$ cat src/rtl/proto_tx_scheduler_if.sv
// proto_tx_scheduler_if: requester-side and line-side signals of the tx scheduler
interface proto_tx_scheduler_if #(
  parameter int NUM_REQ = 3,
  parameter int DATA_W = 32,
  parameter int CNT_W = 26,
  parameter int ID_W = 2
);
  logic en;
  logic [NUM_REQ-1:0] req;
  logic [NUM_REQ*DATA_W-1:0] data_in;
  logic [NUM_REQ*CNT_W-1:0] div_cfg;
  logic [NUM_REQ-1:0] gnt;
  logic busy;
  logic [ID_W-1:0] active_id;
  logic tx_out;
  logic done;
  logic [ID_W-1:0] done_id;
  modport master (output en, req, data_in, div_cfg, input gnt, busy, active_id, tx_out, done, done_id);
  modport slave (input en, req, data_in, div_cfg, output gnt, busy, active_id, tx_out, done, done_id);
endinterface

$ cat src/rtl/proto_tx_scheduler.sv
// proto_tx_scheduler: round-robin arbiter and LSB-first serializer for a shared tx line
module proto_tx_scheduler #(
  parameter int NUM_REQ = 3,
  parameter int DATA_W = 32,
  parameter int CNT_W = 26,
  parameter int ID_W = 2
) (
  input logic clk,
  input logic reset,
  proto_tx_scheduler_if.slave bus
);
  localparam int BW = $clog2(DATA_W);
  typedef enum logic {IDLE, SHIFT} state_t;
  state_t state;
  logic [ID_W-1:0] rr_last;
  logic [DATA_W-1:0] shreg;
  logic [CNT_W-1:0] div_r;
  logic [CNT_W-1:0] cnt;
  logic [BW-1:0] bitn;
  logic [DATA_W-1:0] win_data;
  logic [CNT_W-1:0] win_div;
  logic [ID_W-1:0] win_id;
  logic [NUM_REQ-1:0] win_gnt;
  int d;
  int best;
  // winner is the asserted requester closest after rr_last in circular order
  always_comb begin
    win_data = '0;
    win_div = '0;
    win_id = '0;
    win_gnt = '0;
    best = NUM_REQ;
    d = 0;
    for (int i = 0; i < NUM_REQ; i++) begin
      d = (i + NUM_REQ - 1 - int'(rr_last)) % NUM_REQ;
      if (bus.req[i] && d < best) begin
        best = d;
        win_data = bus.data_in[i*DATA_W +: DATA_W];
        win_div = bus.div_cfg[i*CNT_W +: CNT_W];
        win_id = ID_W'(i);
        win_gnt = NUM_REQ'(1) << i;
      end
    end
  end
  // grant in IDLE, then hold each bit for div_r+1 cycles and pulse done after the last
  always_ff @(posedge clk)
    if (reset) begin
      state <= IDLE;
      rr_last <= ID_W'(NUM_REQ - 1);
      shreg <= '0;
      div_r <= '0;
      cnt <= '0;
      bitn <= '0;
      bus.gnt <= '0;
      bus.busy <= 1'b0;
      bus.active_id <= '0;
      bus.tx_out <= 1'b1;
      bus.done <= 1'b0;
      bus.done_id <= '0;
    end else begin
      bus.gnt <= '0;
      bus.done <= 1'b0;
      if (state == IDLE) begin
        if (bus.en && |bus.req) begin
          state <= SHIFT;
          bus.gnt <= win_gnt;
          bus.busy <= 1'b1;
          bus.active_id <= win_id;
          rr_last <= win_id;
          shreg <= win_data;
          div_r <= win_div;
          bus.tx_out <= win_data[0];
          cnt <= '0;
          bitn <= '0;
        end
      end else if (cnt != div_r) begin
        cnt <= cnt + 1'b1;
      end else begin
        cnt <= '0;
        if (bitn != BW'(DATA_W - 1)) begin
          bitn <= bitn + 1'b1;
          shreg <= shreg >> 1;
          bus.tx_out <= shreg[1];
        end else begin
          state <= IDLE;
          bus.busy <= 1'b0;
          bus.tx_out <= 1'b1;
          bus.done <= 1'b1;
          bus.done_id <= bus.active_id;
        end
      end
    end
endmodule
$ cat src/flat_wrapper.sv
// flat-port wrapper written by rule: the top's interface ports become plain ports
module proto_tx_scheduler_flat 
#(
  parameter int NUM_REQ = 3,
  parameter int DATA_W = 32,
  parameter int CNT_W = 26,
  parameter int ID_W = 2
)
  (clk, reset, bus_en, bus_req, bus_data_in, bus_div_cfg, bus_gnt, bus_busy, bus_active_id, bus_tx_out, bus_done, bus_done_id);
  proto_tx_scheduler_if #(.NUM_REQ(NUM_REQ), .DATA_W(DATA_W), .CNT_W(CNT_W), .ID_W(ID_W)) bus_i ();
  input logic clk;
  input logic reset;
  input wire logic [$bits(bus_i.en)-1:0] bus_en;
  input wire logic [$bits(bus_i.req)-1:0] bus_req;
  input wire logic [$bits(bus_i.data_in)-1:0] bus_data_in;
  input wire logic [$bits(bus_i.div_cfg)-1:0] bus_div_cfg;
  output wire logic [$bits(bus_i.gnt)-1:0] bus_gnt;
  output wire logic [$bits(bus_i.busy)-1:0] bus_busy;
  output wire logic [$bits(bus_i.active_id)-1:0] bus_active_id;
  output wire logic [$bits(bus_i.tx_out)-1:0] bus_tx_out;
  output wire logic [$bits(bus_i.done)-1:0] bus_done;
  output wire logic [$bits(bus_i.done_id)-1:0] bus_done_id;
  assign bus_i.en = bus_en;
  assign bus_i.req = bus_req;
  assign bus_i.data_in = bus_data_in;
  assign bus_i.div_cfg = bus_div_cfg;
  assign bus_gnt = bus_i.gnt;
  assign bus_busy = bus_i.busy;
  assign bus_active_id = bus_i.active_id;
  assign bus_tx_out = bus_i.tx_out;
  assign bus_done = bus_i.done;
  assign bus_done_id = bus_i.done_id;
  proto_tx_scheduler #(.NUM_REQ(NUM_REQ), .DATA_W(DATA_W), .CNT_W(CNT_W), .ID_W(ID_W)) u_core (.clk(clk), .reset(reset), .bus(bus_i));
endmodule
$ cat config.mk
export PLATFORM = sky130hd
export DESIGN_NAME = proto_tx_scheduler_flat
export DESIGN_NICKNAME = d
export VERILOG_FILES = /design/src/rtl/proto_tx_scheduler_if.sv /design/src/rtl/proto_tx_scheduler.sv /design/src/flat_wrapper.sv
export SDC_FILE = /design/constraint.sdc
export NUM_CORES = 1
export LEC_CHECK = 0
export CORE_MARGIN = 1
export CORE_UTILIZATION = 53
export DETAILED_ROUTE_END_ITERATION = 7
export PLACE_DENSITY = 0.88
export SETUP_SLACK_MARGIN = 0.4
export SLEW_MARGIN = 5
export SYNTH_ARGS = -nofsm -noshare
export SYNTH_HDL_FRONTEND = slang
export SYNTH_SLANG_ARGS = --single-unit
$ cat constraint.sdc
create_clock -name clk -period 13.35 [get_ports clk]
set_input_delay 2.0025 -clock clk [delete_from_list [all_inputs] [get_ports clk]]
set_output_delay 2.0025 -clock clk [all_outputs]
set_load 0.05 [all_outputs]
# Word-level counts from Yosys, hierarchy flattened
# Cells that the tools add are included.
# op_classes
reduce_logical,15
mux,37
n_lt_le_gt_ge,3
n_bitwise,4
addsub,5
div,3
n_eq_ne,5
# ops
operator,count
$mux 32,9
$mux 26,6
$mod 32x3->32 const B,3
$lt 32x32->1,2
$lt 32x3->1 const B,1
$add 26x1->26 const B,1
$ne 26x26->1,1
$mux 5,4
$mux 1,15
$reduce_and 3->1,3
$reduce_or 3->1,3
$ne 2x2->1 const B,3
$sub 2x2->3 const A,2
$add 5x1->5 const B,1
$ne 5x5->1 const B,1
$reduce_or 5->1,1
$logic_and 1x1->1,4
$mux 2,2
$not 1->1,4
$reduce_and 2->1,2
$reduce_or 4->1,1
$sub 3x2->4 const A,1
$mux 3,1
$reduce_bool 2->1,1
# totals
wordCells,86
ff_bits,102
input_bits,180
out_inout_bits,10

# Depth between registers and ports, before layout
# Gate-level depths: netlist of the first run.
# logic_depth
depth_word,13
mapped_depth,28

# Least setup slack after synthesis of the first run
# No wires, ideal clock.
# synth_path
kind,input -> register
start,in bus_req[0]
end,reg u_core.shreg[23]
path_stages,20
arrival_time_ps,4971
setup_slack_ps,8261
path_cell_list,buf_2 clkbuf_1 and2_1 ha_1 nand3b_1 nor2_1 a21oi_4 buf_12 buf_6 nand2_1 o21ai_0 ha_1 o21ai_0 nand2_1 a31oi_1 a221oi_1 a21bo_2 nand2b_4 buf_6 o221a_1
# synth_between
elab_chain_len,10
word_cells_on_any_way,16
classes_between,order compare (2); mux (7); reduce/logical (7)
# synth_rtl
element,line,source
from (decl),flat_wrapper.sv:14,input wire logic [$bits(bus_i.req)-1:0] bus_req;
$logic_and 1x1->1,proto_tx_scheduler.sv:36,if (bus.req[i] && d < best) begin
$mux 32,proto_tx_scheduler.sv:36,
$lt 32x32->1,proto_tx_scheduler.sv:36,
$logic_and 1x1->1,proto_tx_scheduler.sv:36,
$mux 32,proto_tx_scheduler.sv:36,
$lt 32x32->1,proto_tx_scheduler.sv:36,
$logic_and 1x1->1,proto_tx_scheduler.sv:36,
$mux 32,proto_tx_scheduler.sv:36,
$mux 32,proto_tx_scheduler.sv:64,if (bus.en && |bus.req) begin
$mux 32,proto_tx_scheduler.sv:63,if (state == IDLE) begin
to (signal assigned),proto_tx_scheduler.sv:70,shreg <= win_data;
to (signal assigned),proto_tx_scheduler.sv:82,shreg <= shreg >> 1;
to (decl),proto_tx_scheduler.sv:16,logic [DATA_W-1:0] shreg;
# Parallel ways exist; a longest one is shown, timed or not. The select of a mux whose other input is x is not followed.
# A chain may end at the register's enable or synchronous reset.

==> impl_summary.txt, run 1 <==
----------------------------------------------------
[Drt]
  Number of nets with antenna violations after detailed routing ... 0
  Average vias per placed instance ... 5.692
  Number of iterations in the first detailed-routing pass ... 5
  Wire length per cell ... 15.20 µm
  WL final ... 17800 µm
  DR iter-0 viols ... 493
  Routed via count ... 6665
  Detailed-route DRC error count ... 0

[Synth]
  Primary flip-flop cell chosen by synthesis mapping ... sky130_fd_sc_hd__dfxtp_1
  Top area cells in the synthesized netlist ... sky130_fd_sc_hd__dfxtp_1 30%, sky130_fd_sc_hd__mux2i_1 9.1%, sky130_fd_sc_hd__nor2_1 5.2%
  Yosys top cell by area ... sky130_fd_sc_hd__dfxtp_1
  FF+latch count, synth ... 100
  Netlist area before placement ... 6679 µm²
  Area share of the largest cell type after synthesis ... 29.97%
  Unique masters post-synth ... 65
  Async set or reset register ratio after synthesis ... 0%
  Warnings, synthesis ... 0
  Number of enable-type register cells in the synthesized netlist ... 0
  Sequential cell area fraction in the yosys report ... 29.97%
  Cell count after synthesis ... 850
  Mean area per synthesized cell ... 7.858 µm²
  Net count after synthesis ... 1050

[STA]
  Fmax ... 151.5 MHz
  Max_slew headroom ... 23.36%
  Unrepaired setup endpoints after global routing ... no
  Number of failing hold endpoints at the final stage ... 0
  TNS Setup ... 0 ps
  Final cycle utilization of the critical path ... 49.44%
  Finish-stage setup viols ... 0
  Layout Skew ... 11.26 ps
  Final Slew Violations ... 0
  Final period demand of the worst path ... 6600 ps
  Slew at the pin closest to its max-slew limit ... 1150 ps

[Placement]
  Post-detailed-placement half-perimeter wirelength ... 12570 µm
  RD Place Congestion ... 0.9029
  Total of buffers placed on input and output ports ... 189

[Global routing]
  Largest net degree at the start of global routing ... 72
  Overall track demand over capacity in global routing ... 27.32%
  Wire length of the first global-routing pass ... 28900 µm
  Via count of the first global-routing pass ... 6153
  Number of antenna violations at the first check in global routing ... 0
  Residual overflow from global routing ... 0

[Die]
  Horiz. Die Dim ... 114.3 µm
  Core area ... 12160 µm²
  I/O pins ... 190
  Chip Height ... 114.3 µm
  Number of placement rows ... 40
  Area of the die ... 13050 µm²
  Initial Util ... 54.92%

[Layout]
  Total Nets Final ... 1198
  Area grow syn2layout ... 30.89%
  Fraction of layout instances using a drive strength above 1 ... 4.387%
  ANT cells ... 0

[Clocking]
  CTS max path bufs ... 2
  Post-CTS sizing ... 0
  Clock-pin slew on the worst setup and hold paths ... 80 ps
  Number of clock sinks ... 100
  Number of CTS-inserted buffers ... 9
  Hold buffer count at cts ... 0
  CTS H-tree lvls ... 3
  Clock root buffer master ... sky130_fd_sc_hd__clkbuf_16
  Post-CTS Repair Setup Buffers ... 0
  Latest clock arrival within the worst-skew pair ... 340 ps
  TritonCTS clock tree ... built

[Power and ir drop]
  Comb pwr share ... 36.9%
  Total power of the final layout ... 960.2 µW
  Leakage Power ... 3.759 nW
  Portion of total power attributed to the clock network ... 25.7%
  Pint ... 628.8 µW
  Worst VDD drop ... 0.07220 mV
  Switching part of the total ... 34.51%
  Net switching power ... 331.4 µW
  Fraction of power consumed by sequential logic ... 37.4%
  Ratio of total power to cell area ... 109.8 nW/µm²

[Run]
  Max-cap check violation count ... 0

[Setup path]
  Launching element type of the critical path ... flop
  CP arrival ... 6780 ps
  Top cell by count, worst path ... sky130_fd_sc_hd__ha_1
  Type of the worst setup path ... flop to flop
  Crit path cell chain ... inv_1, ha_1, nand2_2, or2_2, ha_1, nor4b_1, o311ai_0, o21ai_1, a31oi_1, a2111o_1, nand3_1, nand3_2, a21oi_4, buf_4, o21ai_0, ha_1, o21ai_0, nand2_1, a31oi_1, a221oi_1, a21bo_2, nand2b_1, o221ai_1
  Crit path max fanout ... 35
  Worst Path Required ... 13530 ps
  Endpoint class of the critical path ... flop
  Worst path top cell family by delay ... compound AO/OA/AOI/OAI gates
  Count of buffer and inverter cells on the critical path ... 2
  Cell with the largest stage delay on the worst path ... sky130_fd_sc_hd__nand2b_1
  Delay of the slowest cell on the worst path ... 890 ps

[Worst hold path]
  Hold Path Class ... flop to flop

[Outcome]
  Status ... finished, final reports clean

----------------------------------------------------
metal layers:
layer	global-route usage [%]	vias up	wire length, µm
met2	46.75	269	8594
met1	35.30	3068	7754
met4	9.264	0	437
met5	0	-	0
met3	3.812	35	1018
li1	-	3293	-
worst paths after layout:
check	slack [ps]	start	to	cells after the start
worst max-delay path	6750	u_core.bus.active_id[0]$_SDFFE_PP0P_	u_core.div_r[24]$_SDFFE_PP0P_	23
worst min-delay path	460	u_core.bitn[4]$_SDFFE_PP0P_	u_core.bitn[4]$_SDFFE_PP0P_	2
worst max register to register	6750	u_core.bus.active_id[0]$_SDFFE_PP0P_	u_core.div_r[24]$_SDFFE_PP0P_	23
worst min register to register	460	u_core.bitn[4]$_SDFFE_PP0P_	u_core.bitn[4]$_SDFFE_PP0P_	2
cell families (layout without fill, tap and decap cells):
kind of cell | Yosys count | after routing | synth area share (%)
multiplexers | 61 | 61 | 9.142
flip-flops | 100 | 100 | 29.97
AO/OA/AOI/OAI | 161 | 161 | 18.60
XOR/XNOR | 29 | 29 | 3.803
buffers and inverters | 129 | 282 | 9.460
AND/OR/NAND/NOR | 350 | 350 | 25.27
adder cells (fa/ha/maj) | 20 | 20 | 3.747
registers in the layout, indices dropped and copies added, names as in the netlist, 2 cells and up:
| name | flops |
|---|---|
| u_core.shreg | 31 |
| u_core.bus.gnt | 3 |
| u_core.cnt | 26 |
| u_core.div_r | 26 |
| u_core.bitn | 5 |
| u_core.bus.done_id | 2 |
| u_core.bus.active_id | 2 |
cells in the mapped netlist, drive strengths merged, types with 2 or more instances:
| cell | n |
|---|---|
| nand2b | 6 |
| a21o | 3 |
| and4 | 2 |
| xnor2 | 17 |
| mux2i | 61 |
| buf | 26 |
| o21ai | 34 |
| a21oi | 25 |
| xor2 | 12 |
| nand3 | 11 |
| nand2 | 92 |
| nand3b | 4 |
| o221a | 30 |
| a311oi | 3 |
| a211oi | 4 |
| a31oi | 6 |
| nor2b | 3 |
| nand4 | 9 |
| and2 | 31 |
| a22oi | 9 |
| and3 | 16 |
| dfxtp | 100 |
| or3 | 4 |
| nor4b | 2 |
| ha | 20 |
| inv | 69 |
| o31ai | 2 |
| nor2 | 92 |
| or2 | 3 |
| a21boi | 2 |
| clkbuf | 33 |
| o221ai | 28 |
| nor3b | 3 |
| a221oi | 3 |
| nor3 | 67 |
| nor4 | 2 |
through the flow:
step | hold WS [ps] | instance area (µm²) | std cells | utilization, % | worst slack [ps]
3_5_place_dp | 455.7 | 8463 | 1155 | 69.59 | 6877
4_1_cts | 464.8 | 8742 | 1171 | 71.88 | 6793
3_3_place_gp | 444.2 | 8463 | 1155 | 69.59 | 7076
6_report | 457.1 | 8742 | 1171 | 71.88 | 6750
2_1_floorplan | 436.2 | 6679 | 850 | - | 8261
5_1_grt | 500.3 | 8742 | 1171 | 71.88 | 6134
placed cells by master (no fill, tap or decap), types with 3 or more instances in the layout:
cell type,instances
sky130_fd_sc_hd__or2_2,3
sky130_fd_sc_hd__mux2i_1,61
sky130_fd_sc_hd__a21oi_1,24
sky130_fd_sc_hd__nand2b_1,4
sky130_fd_sc_hd__a221oi_1,3
sky130_fd_sc_hd__nand3_1,10
sky130_fd_sc_hd__clkbuf_16,9
sky130_fd_sc_hd__a211oi_1,3
sky130_fd_sc_hd__clkdlybuf4s50_1,187
sky130_fd_sc_hd__o221ai_1,28
sky130_fd_sc_hd__ha_1,20
sky130_fd_sc_hd__nand3b_1,4
sky130_fd_sc_hd__o221a_1,29
sky130_fd_sc_hd__nor3_1,67
sky130_fd_sc_hd__nand4_1,9
sky130_fd_sc_hd__and3_1,16
sky130_fd_sc_hd__or3_1,4
sky130_fd_sc_hd__buf_4,7
sky130_fd_sc_hd__a31oi_1,6
sky130_fd_sc_hd__o21ai_0,30
sky130_fd_sc_hd__nor2_1,90
sky130_fd_sc_hd__a311oi_1,3
sky130_fd_sc_hd__nand2_2,3
sky130_fd_sc_hd__o21ai_1,3
sky130_fd_sc_hd__nor2b_1,3
sky130_fd_sc_hd__a21o_1,3
sky130_fd_sc_hd__clkinvlp_4,4
sky130_fd_sc_hd__a22oi_1,9
sky130_fd_sc_hd__dfxtp_1,100
sky130_fd_sc_hd__nand2_1,89
sky130_fd_sc_hd__xor2_1,12
sky130_fd_sc_hd__xnor2_1,17
sky130_fd_sc_hd__inv_1,69
sky130_fd_sc_hd__and2_1,31
power groups by stage:
stage / combinational [mW] / sequential, mW / clock (mW)
6_report: 0.354 / 0.359 / 0.247
5_1_grt: 0.389 / 0.362 / 0.259
4_1_cts: 0.352 / 0.359 / 0.248
3_5_place_dp: 0.347 / 0.365 / 0
3_3_place_gp: 0.339 / 0.364 / 0
2_1_floorplan: 0.257 / 0.365 / 0
layout make-up:
| cell class | count | area, µm² |
|---|---|---|
| multi-input cells | 621 | 4054 |
| fillers | 954 | 3420 |
| flip-flops and latches | 100 | 2002 |
| repair buffers | 196 | 1934 |
| inverters | 70 | 262.8 |
| clock buffers | 10 | 229.0 |
| well taps | 168 | 210.2 |
| clock inverters | 6 | 50.05 |
worst min-delay path, stage by stage, from the launching register on:
cell                      delay (ps)
sky130_fd_sc_hd__dfxtp_1         310
sky130_fd_sc_hd__nand2_1          50
sky130_fd_sc_hd__a21oi_1          50
Note: power is estimated with default switching activity, not from simulation.
==> inputs of run 2 (changes only) <==
- CORE_UTILIZATION: 53 -> 49
- PLACE_DENSITY: 0.88 -> 0.82
- clock period: 13.35 -> 6.1 ns (I/O delays scaled with it)
==> run 2 against run 1 <==
Compared with the run above: critical path type unchanged; worst setup slack got worse by 5900 ps; worst hold slack better by 20 ps; die area up 8.0%; sequential share of layout area fell by 0.23 points; largest cell class unchanged.
==> impl_summary.txt, run 2 (synthesis gave the netlist of run 1 again) <==
----------------------------------------------------
[STA]
  Unrepaired setup endpoints after global routing ... no
  Final Slew Violations ... 0 (unchanged)
  Finish-stage setup viols ... 0 (unchanged)
  TNS Setup ... 0 ps (unchanged)
  Number of failing hold endpoints at the final stage ... 0 (unchanged)
  Final cycle utilization of the critical path ... 85.66% (+36 points)
  Fmax ... 191.4 MHz (+26%)
  Hold_ws ... 476.9 ps (+19.74 ps)
  Max_slew headroom ... 26.48% (+3.1 points)
  Final period demand of the worst path ... 5225 ps (-1375 ps)
  Slew at the pin closest to its max-slew limit ... 1100 ps (-49.40 ps)
  Layout Skew ... 7.986 ps (-3.271 ps)

[Drt]
  Detailed-route DRC error count ... 0 (unchanged)
  Number of iterations in the first detailed-routing pass ... 5 (unchanged)
  Average vias per placed instance ... 5.529 (-2.9%)
  DR iter-0 viols ... 431 (-13%)
  Wire length per cell ... 15.14 µm (-0.40%)
  Routed via count ... 6530 (-2.0%)
  Number of nets with antenna violations after detailed routing ... 0 (unchanged)
  WL final ... 17880 µm (+0.45%)

[Placement]
  Total of buffers placed on input and output ports ... 189 (unchanged)
  Placed Cells incl. Taps ... 1165 (+0.87%)
  Post-detailed-placement half-perimeter wirelength ... 13080 µm (+4.1%)
  RD Place Congestion ... 0.9096 (+0.74%)

[Layout]
  Final cell count without fillers ... 1181 (+0.85%)
  Leading cell type in the layout, fill and taps excluded ... sky130_fd_sc_hd__clkdlybuf4s50_1
  Fraction of layout instances using a drive strength above 1 ... 4.681% (+0.29 points)
  Biggest regs ... u_core.shreg (31), u_core.cnt (26), u_core.div_r (26)
  Register with the highest flop count ... u_core.shreg
  Area grow syn2layout ... 32.20%
  Total Nets Final ... 1200 (+0.17%)
  Most frequent cells in the layout ... 187 x sky130_fd_sc_hd__clkdlybuf4s50_1, 100 x sky130_fd_sc_hd__dfxtp_1, 91 x sky130_fd_sc_hd__nor2_1
  Flip-flop count of the largest register, all copies and words added ... 31 (unchanged)

[Setup path]
  Crit path max fanout ... 30 (-14%)
  Crit path cell chain ... inv_1, ha_4, nand2_2, or2_2, ha_1, nor4b_1, o311ai_0, o21ai_1, a31oi_1, a2111o_1, nand3_1, nand3_2, a21oi_4, nand2_1, o21ai_0, ha_1, o21ai_0, nand2_1, a31oi_1, a221oi_1, a21bo_2, nand2b_1, buf_4, o221ai_1
  Type of the worst setup path ... flop to flop
  Delay of the slowest cell on the worst path ... 460 ps (-430 ps)
  Launching element type of the critical path ... flop
  Endpoint class of the critical path ... flop
  Worst Path Required ... 6300 ps (-7230 ps)
  CP arrival ... 5430 ps (-1350 ps)
  Cell with the largest stage delay on the worst path ... sky130_fd_sc_hd__ha_1

[Global routing]
  Overall track demand over capacity in global routing ... 25.40% (-1.9 points)
  Residual overflow from global routing ... 0 (unchanged)
  Number of antenna violations at the first check in global routing ... 1 (+1)
  Largest net degree at the start of global routing ... 71 (-1.4%)
  Wire length of the first global-routing pass ... 29480 µm (+2.0%)
  Via count of the first global-routing pass ... 6211 (+0.94%)

[Clocking]
  Latest clock arrival within the worst-skew pair ... 340 ps (about the same)
  Post-CTS Repair Setup Buffers ... 0 (unchanged)
  TritonCTS clock tree ... built
  Number of clock sinks ... 100 (unchanged)
  Clock root buffer master ... sky130_fd_sc_hd__clkbuf_16
  CTS H-tree lvls ... 3 (unchanged)
  Clock-pin slew on the worst setup and hold paths ... 70 ps (about the same)
  Number of CTS-inserted buffers ... 9 (unchanged)
  CTS max path bufs ... 2 (unchanged)

[Outcome]
  Status ... finished, final reports clean

[Die]
  I/O pins ... 190 (unchanged)
  Initial Util ... 50.43% (-4.5 points)
  Area of the die ... 14100 µm² (+8.0%)
  Horiz. Die Dim ... 118.8 µm (+3.9%)
  Chip Height ... 118.8 µm (+3.9%)
  Core area ... 13240 µm² (+8.9%)
  Number of placement rows ... 42 (+5.0%)

[Run]
  Max-cap check violation count ... 0 (unchanged)

[Power and ir drop]
  Worst VDD drop ... 0.1776 mV (+150%)
  Total power of the final layout ... 2.178 mW (+130%)
  Ratio of total power to cell area ... 246.7 nW/µm² (+120%)
  Leakage Power ... 3.815 nW (+1.5%)

[Worst hold path]
  Hold Path Class ... flop to flop

----------------------------------------------------
==> run 2: cell types whose count changed in the layout (fill, tap and decap cells not counted), moves of 2 or more <==
cell / before / now
sky130_fd_sc_hd__ha_1: 20 / 18
sky130_fd_sc_hd__bufinv_16: 0 / 2
sky130_fd_sc_hd__inv_6: 0 / 2
sky130_fd_sc_hd__clkinvlp_4: 4 / 0
sky130_fd_sc_hd__buf_4: 7 / 9
==> run 2: layer usage <==
metal,wire (µm),track usage (%),share of wire [%],vias to the layer above
li1,-,-,-,3292
met1,8023,33.90,45,3005
met2,8636,42.43,48,206
met3,847,3.185,4.7,27
met4,375,7.991,2.1,0
met5,0,0,0,-
==> run 2: path summary, 6_finish.rpt <==
kind	slack [ps]	to	cells past startpoint	from
worst max-delay path	870	u_core.div_r[24]$_SDFFE_PP0P_	24	u_core.bus.active_id[0]$_SDFFE_PP0P_
worst min-delay path	480	u_core.bitn[1]$_SDFFE_PP0P_	2	u_core.bitn[1]$_SDFFE_PP0P_
worst max register to register	870	u_core.div_r[24]$_SDFFE_PP0P_	24	u_core.bus.active_id[0]$_SDFFE_PP0P_
worst min register to register	480	u_core.bitn[1]$_SDFFE_PP0P_	2	u_core.bitn[1]$_SDFFE_PP0P_
==> run 2: power by group <==
| group | leakage [nW] | total [mW] | internal [mW] | switching, mW |
|---|---|---|---|---|
| clock network | 0.159 | 0.620 | 0.371 | 0.250 |
| logic | 2.84 | 0.773 | 0.369 | 0.404 |
| registers | 0.816 | 0.785 | 0.731 | 0.0535 |
| total | 3.82 | 2.18 | 1.47 | 0.707 |
==> run 2: what timing repair did <==
item                       4_1_cts  5_1_grt
setup endpoints to repair        0       63
hold buffers                     0        0
gates resized for setup          0        4
==> run 2: cell type report <==
cell class / instances / area [µm²]
Antenna cell: 1 / 2.502
Tap cell: 176 / 220.2
Clock inverter: 5 / 82.58
Sequential cell: 100 / 2002
Fill cell: 1113 / 4413
Inverter: 70 / 262.8
Multi-Input combinational cell: 621 / 4071
Timing Repair Buffer: 198 / 1949
Clock buffer: 10 / 239.0
==> run 2: per-stage QoR <==
step                      worst slack, ps  utilization (%)  area (µm²)
after floorplan                      1173                -        6679
after global placement              926.2            64.08        8486
after detailed placement            676.1            64.08        8486
after CTS                           628.4            66.51        8807
after global routing                416.2            66.68        8830
final                               875.0            66.68        8830
==> run 2: worst max-delay path: cells and delay by family, from the launching register on <==
kind                       cells  cell delay [ps]
DFF                            1              380
buffers and inverters          2              550
adders and majority gates      3              970
and+or+nand+nor                8             1220
AOI/OAI and AO/OA             11             1940
